**src/rtl/corescore_collector_uart.sv**
```systemverilog
// 8N1 UART receiver with 2-flop synchroniser and valid/ready output port.
// Bit timing comes from clk_divider, which matches the corescore UART emitter.
module corescore_collector_uart #(
  parameter int clk_divider = 12
) (
  input  logic       i_clk,
  input  logic       i_rst,
  input  logic       i_uart_rx,
  output logic [7:0] o_data,
  output logic       o_valid,
  input  logic       i_ready,
  output logic       o_frame_err,
  output logic       o_overrun
);

  localparam int CW = $clog2(clk_divider) + 1;
  localparam logic [CW-1:0] HALF_M1 = CW'(clk_divider / 2 - 1);
  localparam logic [CW-1:0] FULL_M1 = CW'(clk_divider - 1);

  typedef enum logic [2:0] {
    S_IDLE,
    S_START,
    S_DATA,
    S_STOP,
    S_BREAK
  } state_t;

  state_t        state_q, state_d;
  logic [CW-1:0] cnt_q, cnt_d;
  logic [7:0]    shift_q, shift_d;
  logic [2:0]    idx_q, idx_d;
  logic [7:0]    data_q, data_d;
  logic          valid_q, valid_d;
  logic          frame_err_q, frame_err_d;
  logic          overrun_q, overrun_d;
  logic          rx_meta_q, rxs_q;

  always_ff @(posedge i_clk) begin
    if (!i_rst) begin
      rx_meta_q   <= 1'b1;
      rxs_q       <= 1'b1;
      state_q     <= S_IDLE;
      cnt_q       <= '0;
      shift_q     <= '0;
      idx_q       <= '0;
      data_q      <= '0;
      valid_q     <= 1'b0;
      frame_err_q <= 1'b0;
      overrun_q   <= 1'b0;
    end else begin
      rx_meta_q   <= i_uart_rx;
      rxs_q       <= rx_meta_q;
      state_q     <= state_d;
      cnt_q       <= cnt_d;
      shift_q     <= shift_d;
      idx_q       <= idx_d;
      data_q      <= data_d;
      valid_q     <= valid_d;
      frame_err_q <= frame_err_d;
      overrun_q   <= overrun_d;
    end
  end

  always_comb begin
    state_d     = state_q;
    cnt_d       = cnt_q;
    shift_d     = shift_q;
    idx_d       = idx_q;
    data_d      = data_q;
    valid_d     = valid_q;
    frame_err_d = 1'b0;
    overrun_d   = 1'b0;

    if (valid_q && i_ready) valid_d = 1'b0;

    case (state_q)
      S_IDLE: begin
        if (!rxs_q) begin
          state_d = S_START;
          cnt_d   = HALF_M1;
        end
      end
      S_START: begin
        if (cnt_q == '0) begin
          if (!rxs_q) begin
            state_d = S_DATA;
            cnt_d   = FULL_M1;
            idx_d   = '0;
          end else begin
            state_d = S_IDLE;
          end
        end else begin
          cnt_d = cnt_q - CW'(1);
        end
      end
      S_DATA: begin
        if (cnt_q == '0) begin
          shift_d = {rxs_q, shift_q[7:1]};
          cnt_d   = FULL_M1;
          idx_d   = idx_q + 3'd1;
          if (idx_q == 3'd7) state_d = S_STOP;
        end else begin
          cnt_d = cnt_q - CW'(1);
        end
      end
      S_STOP: begin
        if (cnt_q == '0) begin
          if (rxs_q) begin
            // Returning to IDLE mid-stop-bit leaves half a bit of slack for the next start edge.
            state_d = S_IDLE;
            if (!valid_q || i_ready) begin
              data_d  = shift_q;
              valid_d = 1'b1;
            end else begin
              overrun_d = 1'b1;
            end
          end else begin
            frame_err_d = 1'b1;
            state_d     = S_BREAK;
          end
        end else begin
          cnt_d = cnt_q - CW'(1);
        end
      end
      S_BREAK: begin
        if (rxs_q) state_d = S_IDLE;
      end
      default: state_d = S_IDLE;
    endcase
  end

  assign o_data      = data_q;
  assign o_valid     = valid_q;
  assign o_frame_err = frame_err_q;
  assign o_overrun   = overrun_q;

endmodule

```
**config.mk**
```make
export PLATFORM = sky130hd
export DESIGN_NAME = corescore_collector_uart
export DESIGN_NICKNAME = d
export VERILOG_FILES = /design/src/rtl/corescore_collector_uart.sv
export SDC_FILE = /design/constraint.sdc
export NUM_CORES = 1
export LEC_CHECK = 0
export ABC_CLOCK_PERIOD_IN_PS = 3000
export BUFFER_PORTS_ARGS = -buffer_cell sky130_fd_sc_hd__buf_2
export CAP_MARGIN = 10
export CORE_MARGIN = 2
export CORE_UTILIZATION = 25
export CTS_BUF_LIST = sky130_fd_sc_hd__clkbuf_4 sky130_fd_sc_hd__clkbuf_8
export DETAILED_ROUTE_END_ITERATION = 12
export GPL_TIMING_DRIVEN = 1
export PLACE_DENSITY = 0.51
export SKIP_LAST_GASP = 1
export SYNTH_ARGS = -nofsm -noshare
export SYNTH_HDL_FRONTEND = slang
export SYNTH_SLANG_ARGS = --single-unit
```
**constraint.sdc**
```tcl
create_clock -name i_clk -period 3 [get_ports i_clk]
set_input_delay 0.45 -clock i_clk [delete_from_list [all_inputs] [get_ports i_clk]]
set_output_delay 0.45 -clock i_clk [all_outputs]
set_load 0.03 [all_outputs]
```
==> results.json, run 1 <==
{
  "share_comb_of_total_power_pct": 10.5,
  "synth_top_area_share_pct": 43.99,
  "postRouteAntennaNets": 0,
  "postCtsSetupBuffers": 0,
  "nets": 174,
  "worst_path_largest_cell_delay_ns": 0.65,
  "ys_warn_count": 0,
  "placed_cell_area_sq_mm": 0.001595,
  "setup_repair_after_global_routing_missed_its_margin": "no",
  "critical_path.endpoint_type": "register",
  "root_buffer_selected_by_cts": "sky130_fd_sc_hd__clkbuf_8",
  "first_global_vias": 1022,
  "timing_hold_violations_final": 0,
  "grt_antenna_before_repair": 0,
  "dp.final_hpwl_um": 1831,
  "yosys-top-cells-count": "sky130_fd_sc_hd__dfxtp_1 (32), sky130_fd_sc_hd__nor2b_1 (23), sky130_fd_sc_hd__mux2i_1 (18), sky130_fd_sc_hd__nand2_1 (8), sky130_fd_sc_hd__clkbuf_1 (6)",
  "route.detailed.vias_per_inst": 4.381,
  "avgSynthCellArea_sq_um": 9.645,
  "synth-edff-count": 0,
  "quantity_of_i_o_buffers_inserted_on_ports": 14,
  "post_route_cells_drive_above_1_share_pct": 17.37,
  "worstMarginPinSlew_ns": 0.4688,
  "post_drt_wl_per_cell_um": 11.18,
  "leakage_nw": 0.6023,
  "cp_data_required_time_ns": 3.18,
  "drt_first_iter_violations": 42,
  "post_detailed_route_drc_marker_count": 0,
  "post-synth-top-count-cell": "sky130_fd_sc_hd__dfxtp_1",
  "total_via_count_in_the_routed_design": 1047,
  "cts-htree-levels": 2,
  "die_w_um": 80.33,
  "source_to_sink_clock_delay_at_the_later_pin_of_the_worst_skew_pair_ns": 0.28,
  "finalCritPeriodShare_pct": 77.82,
  "run_status": "finished, final reports clean",
  "setup_viol_count_final": 0,
  "power.share.sequential_pct": 51.9,
  "power.switching_mw": 0.2243,
  "synthesis.instances": 151,
  "critical-path-top-delay-family": "simple AND/OR/NAND/NOR gates",
  "ir_drop_uv": 279.4,
  "fill_cells": 596,
  "grt_remaining_overflow": 0,
  "grt.total_usage_pct": 9.347,
  "critPathBufInv": 2,
  "floorplan.die.height_um": 80.33,
  "synth-main-ff-cell": "sky130_fd_sc_hd__dfxtp_1",
  "synth-seq-cells": 32,
  "drt-total-wl_um": 2673,
  "crit_path_cell_trace": "inv_1 > ha_1 > or4b_1 > nor3_1 > buf_4 > mux2i_1 > nor2b_1",
  "post_synth_net_total": 159,
  "utilization_pct": 30.19,
  "hold_path.class": "input port to register",
  "initial_utilization_pct": 26.13,
  "die_area_sq_mm": 0.006452,
  "dpl.cell_count": 231,
  "fp-row-count": 27,
  "clock_path_buffers": 2,
  "critPathSlowestCell": "sky130_fd_sc_hd__or4b_1",
  "total_negative_slack_for_setup_checks_ns": 0,
  "area_delta_synth_final_pct": 15.55,
  "finalCriticalPeriod_ns": 2.335,
  "final-max-slew-violation-count": 0,
  "instances_no_fill": 239,
  "power.share.clock_pct": 37.6,
  "netlist-cell-type-count": 35,
  "fp.coreArea_sq_mm": 0.005574,
  "floorplan.io_pins": 15,
  "grt_first_pass_wirelength_um": 4705,
  "cts_resized": 0,
  "crit_path_start_kind": "register",
  "fin_worst_skew_ns": 0.01215,
  "syn-cell-area_sq_mm": 0.001456,
  "worst-setup-path-type": "register to register",
  "fin_hold_ws_ns": 0.3489,
  "yosysSeqAreaShare_pct": 43.99,
  "drtPass1Iterations": 4,
  "cap_violations": 0,
  "timing.critical_path.arrival_ns": 2.52,
  "netlist.top_cell.by_area": "sky130_fd_sc_hd__dfxtp_1",
  "routabilityCongestion": 0.7722,
  "critPathMaxFanout": 10,
  "cts_hold_repair.buffers": 0,
  "power.switching_fraction_pct": 26.17,
  "tritoncts.num_buffers": 5,
  "slew-limit-headroom_pct": 68.75,
  "fmaxAchievable_mhz": 428.3,
  "grt_max_degree": 33,
  "tritoncts_num_sinks": 32,
  "postSynth.asyncResetShare_pct": 0,
  "design_area_sq_mm": 0.001683,
  "synth.top_cells.by_area": "sky130_fd_sc_hd__dfxtp_1 (44%), sky130_fd_sc_hd__mux2i_1 (12%), sky130_fd_sc_hd__nor2b_1 (9.9%)",
  "cts_tree": "yes",
  "antenna_diode_instance_count": 0,
  "intPower_mw": 0.6329,
  "cts.reportedPaths.clkPinSlew_ns": 0.07,
  "power_density_mw_per_mm2": 509.4
}
## worst reg2reg max path: cells and delay by family, from the launching register on
kind | cells | cell delay (ns)
buffers and inverters | 2 | 0.37
adders and majority gates | 1 | 0.17
muxes | 1 | 0.21
and+or+nand+nor | 3 | 1.13
DFF | 1 | 0.36
## placed cells by master (no fill, tap or decap), types with 5 or more instances in the layout
| cell | count |
|---|---|
| sky130_fd_sc_hd__nor2_1 | 5 |
| sky130_fd_sc_hd__o21ai_0 | 5 |
| sky130_fd_sc_hd__nand2_1 | 8 |
| sky130_fd_sc_hd__nor3_1 | 5 |
| sky130_fd_sc_hd__nor2b_1 | 23 |
| sky130_fd_sc_hd__mux2i_1 | 18 |
| sky130_fd_sc_hd__a21oi_1 | 5 |
| sky130_fd_sc_hd__dfxtp_1 | 32 |
| sky130_fd_sc_hd__buf_2 | 14 |
| sky130_fd_sc_hd__clkbuf_8 | 5 |
## routing by layer
layer	track usage [%]	routed length, um
met5	0	0
met2	14.42	1186
met4	5.085	39
met3	2.022	62
met1	12.06	1384
## final timing paths
path              cells past startpoint    endpoint  slack (ns)  startpoint
setup / recovery                      7  shift_q[5]        0.67    cnt_q[0]
setup reg to reg                      7  shift_q[5]        0.67    cnt_q[0]
hold reg to reg                       1       rxs_q        0.41   rx_meta_q
hold / removal                        2   rx_meta_q        0.35   i_uart_rx
## layout make-up
cell class              instances  area, sq um  area share, %
clock buffers                   5        68.82          4.089
clock inverters                 3        18.77          1.115
inverters                       3        11.26         0.6691
multi-input cells             107        760.7          45.20
flip-flops and latches         32        640.6          38.07
well taps                      72        90.09          5.353
repair buffers                 17        92.59          5.502
## through the flow
| step | power [mW] | worst slack [ns] |
|---|---|---|
| 3_3_place_gp | 0.5464 | 0.6719 |
| 6_report | 0.8572 | 0.6654 |
| 4_1_cts | 0.8728 | 0.6323 |
| 3_5_place_dp | 0.5451 | 0.6456 |
| 2_1_floorplan | 0.5288 | 0.8681 |
| 5_1_grt | 0.9038 | 0.4657 |
## sequential cells by signal, summed over array words and instances, names as in the netlist
signal       count
o_overrun        1
o_data           8
state_q          3
cnt_q            5
rx_meta_q        1
idx_q            3
rxs_q            1
o_valid          1
shift_q          8
o_frame_err      1
## power groups by stage
stage | registers, mW | logic [mW] | clock network (mW)
2_1_floorplan | 0.450 | 0.0792 | 0
3_3_place_gp | 0.455 | 0.0919 | 0
3_5_place_dp | 0.454 | 0.0907 | 0
4_1_cts | 0.445 | 0.0912 | 0.337
5_1_grt | 0.447 | 0.103 | 0.354
6_report | 0.445 | 0.0898 | 0.323
## logic make-up after synthesis
logic type | after synthesis | synth area share, %
buffers and inverters | 12 | 3.780
AOI/OAI and AO/OA | 25 | 11.25
and+or+nand+nor | 60 | 25.17
DFF | 32 | 43.99
muxes | 18 | 12.37
adders and majority gates | 4 | 3.437
No activity file was read; power rests on OpenSTA's default activity.
==> inputs of run 2 (changes only) <==
--- a/config.mk
+++ b/config.mk
@@ -5,7 +5,7 @@
 export SDC_FILE = /design/constraint.sdc
 export NUM_CORES = 1
 export LEC_CHECK = 0
-export ABC_CLOCK_PERIOD_IN_PS = 3000
+export ABC_CLOCK_PERIOD_IN_PS = 2330
 export BUFFER_PORTS_ARGS = -buffer_cell sky130_fd_sc_hd__buf_2
 export CAP_MARGIN = 10
 export CORE_MARGIN = 2
==> constraint.sdc (replaced) <==
create_clock -name i_clk -period 2.33 [get_ports i_clk]
set_input_delay 0.3495 -clock i_clk [delete_from_list [all_inputs] [get_ports i_clk]]
set_output_delay 0.3495 -clock i_clk [all_outputs]
set_load 0.03 [all_outputs]
==> results.json, run 2 (synthesized netlist as in run 1, its figures left out) <==
{
  "postCtsSetupBuffers": 0,
  "area_delta_synth_final_pct": 19.33,
  "critPathMaxFanout": 10,
  "cts-htree-levels": 2,
  "finalCriticalPeriod_ns": 2.078,
  "source_to_sink_clock_delay_at_the_later_pin_of_the_worst_skew_pair_ns": 0.28,
  "route.detailed.vias_per_inst": 4.485,
  "crit_path_cell_trace": "inv_1 > ha_1 > or4b_4 > nor3_1 > buf_4 > mux2i_1 > nor2b_1",
  "timing.hold.worst_path_depth": 2,
  "power_density_mw_per_mm2": 710.7,
  "run_status": "finished, final reports clean",
  "final_common_cell": "sky130_fd_sc_hd__dfxtp_1",
  "nets": 176,
  "capture_endpoint_of_the_worst_hold_path": "rx_meta_q",
  "fmaxAchievable_mhz": 481.2,
  "dpl.cell_count": 233,
  "ir_drop_uv": 303.5,
  "fin_worst_skew_ns": 0.002413,
  "post_route_cells_drive_above_1_share_pct": 18.93,
  "timing.critical_path.arrival_ns": 2.26,
  "timing_hold_violations_final": 0,
  "grt_antenna_before_repair": 0,
  "antenna_diode_instance_count": 0,
  "first_global_vias": 987,
  "worst-setup-path-type": "register to register",
  "tritoncts_num_sinks": 32,
  "hold_path.class": "input port to register",
  "worst_hold_startpoint": "i_uart_rx",
  "r2r_start": "cnt_q[0]",
  "setup_repair_after_global_routing_missed_its_margin": "no",
  "fp.coreArea_sq_mm": 0.005574,
  "postRouteAntennaNets": 0,
  "drt-total-wl_um": 2750,
  "worst_path_largest_cell_delay_ns": 0.55,
  "routabilityCongestion": 0.7421,
  "tritoncts.num_buffers": 5,
  "floorplan.die.height_um": 80.33,
  "fp-row-count": 27,
  "cts_tree": "yes",
  "mostFrequentLayoutCells": "sky130_fd_sc_hd__dfxtp_1 (32), sky130_fd_sc_hd__nor2b_1 (23), sky130_fd_sc_hd__mux2i_1 (18)",
  "post_detailed_route_drc_marker_count": 0,
  "worstMarginPinSlew_ns": 0.4508,
  "cts_hold_repair.buffers": 0,
  "cap_violations": 0,
  "post_drt_wl_per_cell_um": 11.41,
  "worst-r2r-setup-slack_ns": 0.25,
  "finalCritPeriodShare_pct": 89.20,
  "cts_resized": 0,
  "total_via_count_in_the_routed_design": 1081,
  "root_buffer_selected_by_cts": "sky130_fd_sc_hd__clkbuf_8",
  "grt_max_degree": 18,
  "worstReg2RegEnd": "shift_q[3]",
  "fill_cells": 572,
  "drt_first_iter_violations": 55,
  "grt.total_usage_pct": 9.645,
  "critical-path-top-delay-family": "simple AND/OR/NAND/NOR gates",
  "floorplan.io_pins": 15,
  "total_negative_slack_for_setup_checks_ns": 0,
  "setup_viol_count_final": 0,
  "critPathSlowestCell": "sky130_fd_sc_hd__or4b_4",
  "leakage_nw": 0.6260,
  "total_power_mw": 1.235,
  "final-max-slew-violation-count": 0,
  "placed_cell_area_sq_mm": 0.001623,
  "slew-limit-headroom_pct": 69.81,
  "quantity_of_i_o_buffers_inserted_on_ports": 14,
  "design_area_sq_mm": 0.001738,
  "initial_utilization_pct": 26.13,
  "startpoint": "cnt_q[0]",
  "dp.final_hpwl_um": 1895,
  "utilization_pct": 31.18,
  "grt_first_pass_wirelength_um": 4726,
  "rr_worst_depth": 7,
  "critical_path.endpoint_type": "register",
  "crit_path_start_kind": "register",
  "instances_no_fill": 241,
  "die_area_sq_mm": 0.006452,
  "clock_path_buffers": 2,
  "cts.reportedPaths.clkPinSlew_ns": 0.07,
  "drtPass1Iterations": 4,
  "critPathBufInv": 2,
  "cp_data_required_time_ns": 2.51,
  "grt_remaining_overflow": 0,
  "die_w_um": 80.33
}
## run 2: per-stage QoR
| stage | worst slack, ns | hold WS (ns) |
|---|---|---|
| detailed placement | 0.1334 | 0.3986 |
| floorplan | 0.1981 | 0.3863 |
| CTS | 0.1158 | 0.2371 |
| global placement | 0.1538 | 0.3917 |
| global route | 0.08311 | 0.2400 |
| finish | 0.2518 | 0.2464 |
## run 2: cell type report
| class | count | area, sq um | area share (%) |
|---|---|---|---|
| Tap cell | 72 | 90.09 | 5.184 |
| Clock buffer | 6 | 76.32 | 4.392 |
| Timing Repair Buffer | 19 | 120.1 | 6.911 |
| Clock inverter | 2 | 35.03 | 2.016 |
| Sequential cell | 32 | 640.6 | 36.86 |
| Multi-Input combinational cell | 107 | 764.5 | 43.99 |
| Inverter | 3 | 11.26 | 0.6479 |
## run 2: routing by layer
metal	vias up	track usage (%)	routed length [um]
li1	562	-	-
met1	499	11.50	1368
met2	18	14.92	1249
met3	2	4.045	104
met4	0	4.576	27
met5	-	0	0
## run 2: worst max path at each step
stage                            end  slack [ns]  depth (start not counted)
after global routing      shift_q[1]        0.08                          7
after floorplan            o_data[0]        0.20                          7
after CTS                 shift_q[1]        0.12                          7
after detailed placement   o_data[6]        0.13                          7
final                     shift_q[3]        0.25                          7
after global placement    shift_q[1]        0.15                          7
## run 2: power by group
part	leakage (nW)	internal, mW	total [mW]	switching [mW]
Clock	0.0586	0.329	0.538	0.209
Sequential	0.259	0.557	0.574	0.0166
Combinational	0.309	0.0561	0.124	0.0675
==> inputs of run 3 (changes only) <==
--- a/config.mk
+++ b/config.mk
@@ -9,11 +9,11 @@
 export BUFFER_PORTS_ARGS = -buffer_cell sky130_fd_sc_hd__buf_2
 export CAP_MARGIN = 10
 export CORE_MARGIN = 2
-export CORE_UTILIZATION = 25
+export CORE_UTILIZATION = 32
 export CTS_BUF_LIST = sky130_fd_sc_hd__clkbuf_4 sky130_fd_sc_hd__clkbuf_8
 export DETAILED_ROUTE_END_ITERATION = 12
 export GPL_TIMING_DRIVEN = 1
-export PLACE_DENSITY = 0.51
+export PLACE_DENSITY = 0.6
 export SKIP_LAST_GASP = 1
 export SYNTH_ARGS = -nofsm -noshare
 export SYNTH_HDL_FRONTEND = slang
==> results.json, run 3 (synthesized netlist as in run 1, its figures left out) <==
{
  "cts_hold_repair.buffers": 0,
  "finalCriticalPeriod_ns": 2.072,
  "grt_max_degree": 33,
  "grt_remaining_overflow": 0,
  "routabilityCongestion": 0.9383,
  "fp-row-count": 24,
  "critical_path.endpoint_type": "register",
  "postRouteAntennaNets": 0,
  "cap_violations": 0,
  "dp.final_hpwl_um": 1889,
  "initial_utilization_pct": 33.22,
  "fp.coreArea_sq_mm": 0.004384,
  "cp_data_required_time_ns": 2.50,
  "quantity_of_i_o_buffers_inserted_on_ports": 14,
  "grt_first_pass_wirelength_um": 4830,
  "grt.total_usage_pct": 12.00,
  "fmaxAchievable_mhz": 482.5,
  "worstMarginPinSlew_ns": 0.4553,
  "worst-r2r-setup-slack_ns": 0.26,
  "leakage_nw": 0.6158,
  "run_status": "finished, final reports clean",
  "tritoncts_num_sinks": 32,
  "mostFrequentLayoutCells": "sky130_fd_sc_hd__dfxtp_1 (32), sky130_fd_sc_hd__nor2b_1 (23), sky130_fd_sc_hd__mux2i_1 (18)",
  "startpoint": "cnt_q[0]",
  "power_density_mw_per_mm2": 721.1,
  "crit_path_start_kind": "register",
  "worstReg2RegEnd": "o_data[6]",
  "setup_viol_count_final": 0,
  "cts.reportedPaths.clkPinSlew_ns": 0.06,
  "drt_first_iter_violations": 81,
  "post_drt_wl_per_cell_um": 12.78,
  "clock_path_buffers": 2,
  "ir_drop_uv": 334.0,
  "critPathMaxFanout": 10,
  "tritoncts.num_buffers": 5,
  "final-max-slew-violation-count": 0,
  "utilization_pct": 38.73,
  "final_critical_path_setup_slack_ns": 0.2576,
  "die_area_sq_mm": 0.005107,
  "rr_worst_depth": 7,
  "grt_antenna_before_repair": 0,
  "drtPass1Iterations": 4,
  "floorplan.io_pins": 15,
  "cts_tree": "yes",
  "post_place_setup_slack_ns": 0.1405,
  "cts-htree-levels": 2,
  "post_detailed_route_drc_marker_count": 0,
  "first_global_vias": 1109,
  "instances_no_fill": 219,
  "die_w_um": 71.46,
  "nets": 174,
  "post_route_cells_drive_above_1_share_pct": 17.96,
  "fin_worst_skew_ns": 0.009128,
  "total_power_mw": 1.224,
  "worst-setup-path-type": "register to register",
  "total_via_count_in_the_routed_design": 1107,
  "total_negative_slack_for_setup_checks_ns": 0,
  "finalCritPeriodShare_pct": 88.94,
  "slew-limit-headroom_pct": 69.65,
  "setup.worst_path.end": "o_data[6]",
  "antenna_diode_instance_count": 0,
  "r2r_start": "cnt_q[0]",
  "source_to_sink_clock_delay_at_the_later_pin_of_the_worst_skew_pair_ns": 0.28,
  "hold_path.class": "input port to register",
  "timing.critical_path.arrival_ns": 2.24,
  "drt-total-wl_um": 2798,
  "timing_hold_violations_final": 0,
  "final_common_cell": "sky130_fd_sc_hd__dfxtp_1",
  "area_delta_synth_final_pct": 16.58,
  "floorplan.die.height_um": 71.46,
  "root_buffer_selected_by_cts": "sky130_fd_sc_hd__clkbuf_8",
  "setup_repair_after_global_routing_missed_its_margin": "no",
  "route.detailed.vias_per_inst": 5.055,
  "dpl.cell_count": 211
}
==> run 3: cell types whose count changed in the layout (fill, tap and decap cells not counted) <==
cell and delta:
sky130_fd_sc_hd__buf_4 -2
==> run 3: what timing repair did <==
item | 4_1_cts | 5_1_grt
setup buffers | 0 | 0
gates resized for setup | 0 | 1
setup endpoints to repair | 0 | 7
==> run 3: worst min path at each step <==
stage | start | to | slack [ns] | depth (start not counted)
finish | i_uart_rx | rx_meta_q | 0.25 | 2
global route | i_uart_rx | rx_meta_q | 0.24 | 2
CTS | i_uart_rx | rx_meta_q | 0.23 | 2
detailed placement | rx_meta_q | rxs_q | 0.40 | 1
global placement | rx_meta_q | rxs_q | 0.39 | 1
floorplan | rx_meta_q | rxs_q | 0.39 | 1
==> run 3: layer usage <==
layer	GRT usage, %	share of wire, %	vias up
met5	0	0	-
met4	4.822	0.57	0
met3	4.641	4.3	2
met2	19.75	49	21
met1	14.02	47	527
li1	-	-	557
==> run 3: power breakdown <==
part / internal [mW] / total, mW / switching (mW)
Clock: 0.329 / 0.527 / 0.198
Sequential: 0.557 / 0.574 / 0.0167
Combinational: 0.0549 / 0.124 / 0.0687
Total: 0.941 / 1.22 / 0.284
==> run 3: critical path, stage by stage, from the launching register on <==
cell and delay [ns]:
sky130_fd_sc_hd__dfxtp_1 0.36, sky130_fd_sc_hd__inv_1 0.11, sky130_fd_sc_hd__ha_1 0.17, sky130_fd_sc_hd__or4b_4 0.55, sky130_fd_sc_hd__nor4_4 0.36, sky130_fd_sc_hd__buf_12 0.17
sky130_fd_sc_hd__mux2i_1 0.19, sky130_fd_sc_hd__nor2b_1 0.06
==> run 3: cell type report <==
class                      instances  area, sq um
tap                               52        65.06
sequential                        32        640.6
fill                             435         2686
clock buffer                       6        76.32
inverter                           3        11.26
multi-input combinational        107        764.5
timing repair buffer              17        105.1
clock inverter                     2        35.03
==> run 3: metrics by stage <==
| stage | cell area [sq um] | hold slack, ns |
|---|---|---|
| after global placement | 1583 | 0.3884 |
| after global routing | 1698 | 0.2399 |
| after detailed placement | 1583 | 0.4050 |
| after floorplan | 1456 | 0.3863 |
| after CTS | 1694 | 0.2349 |
| final | 1698 | 0.2485 |
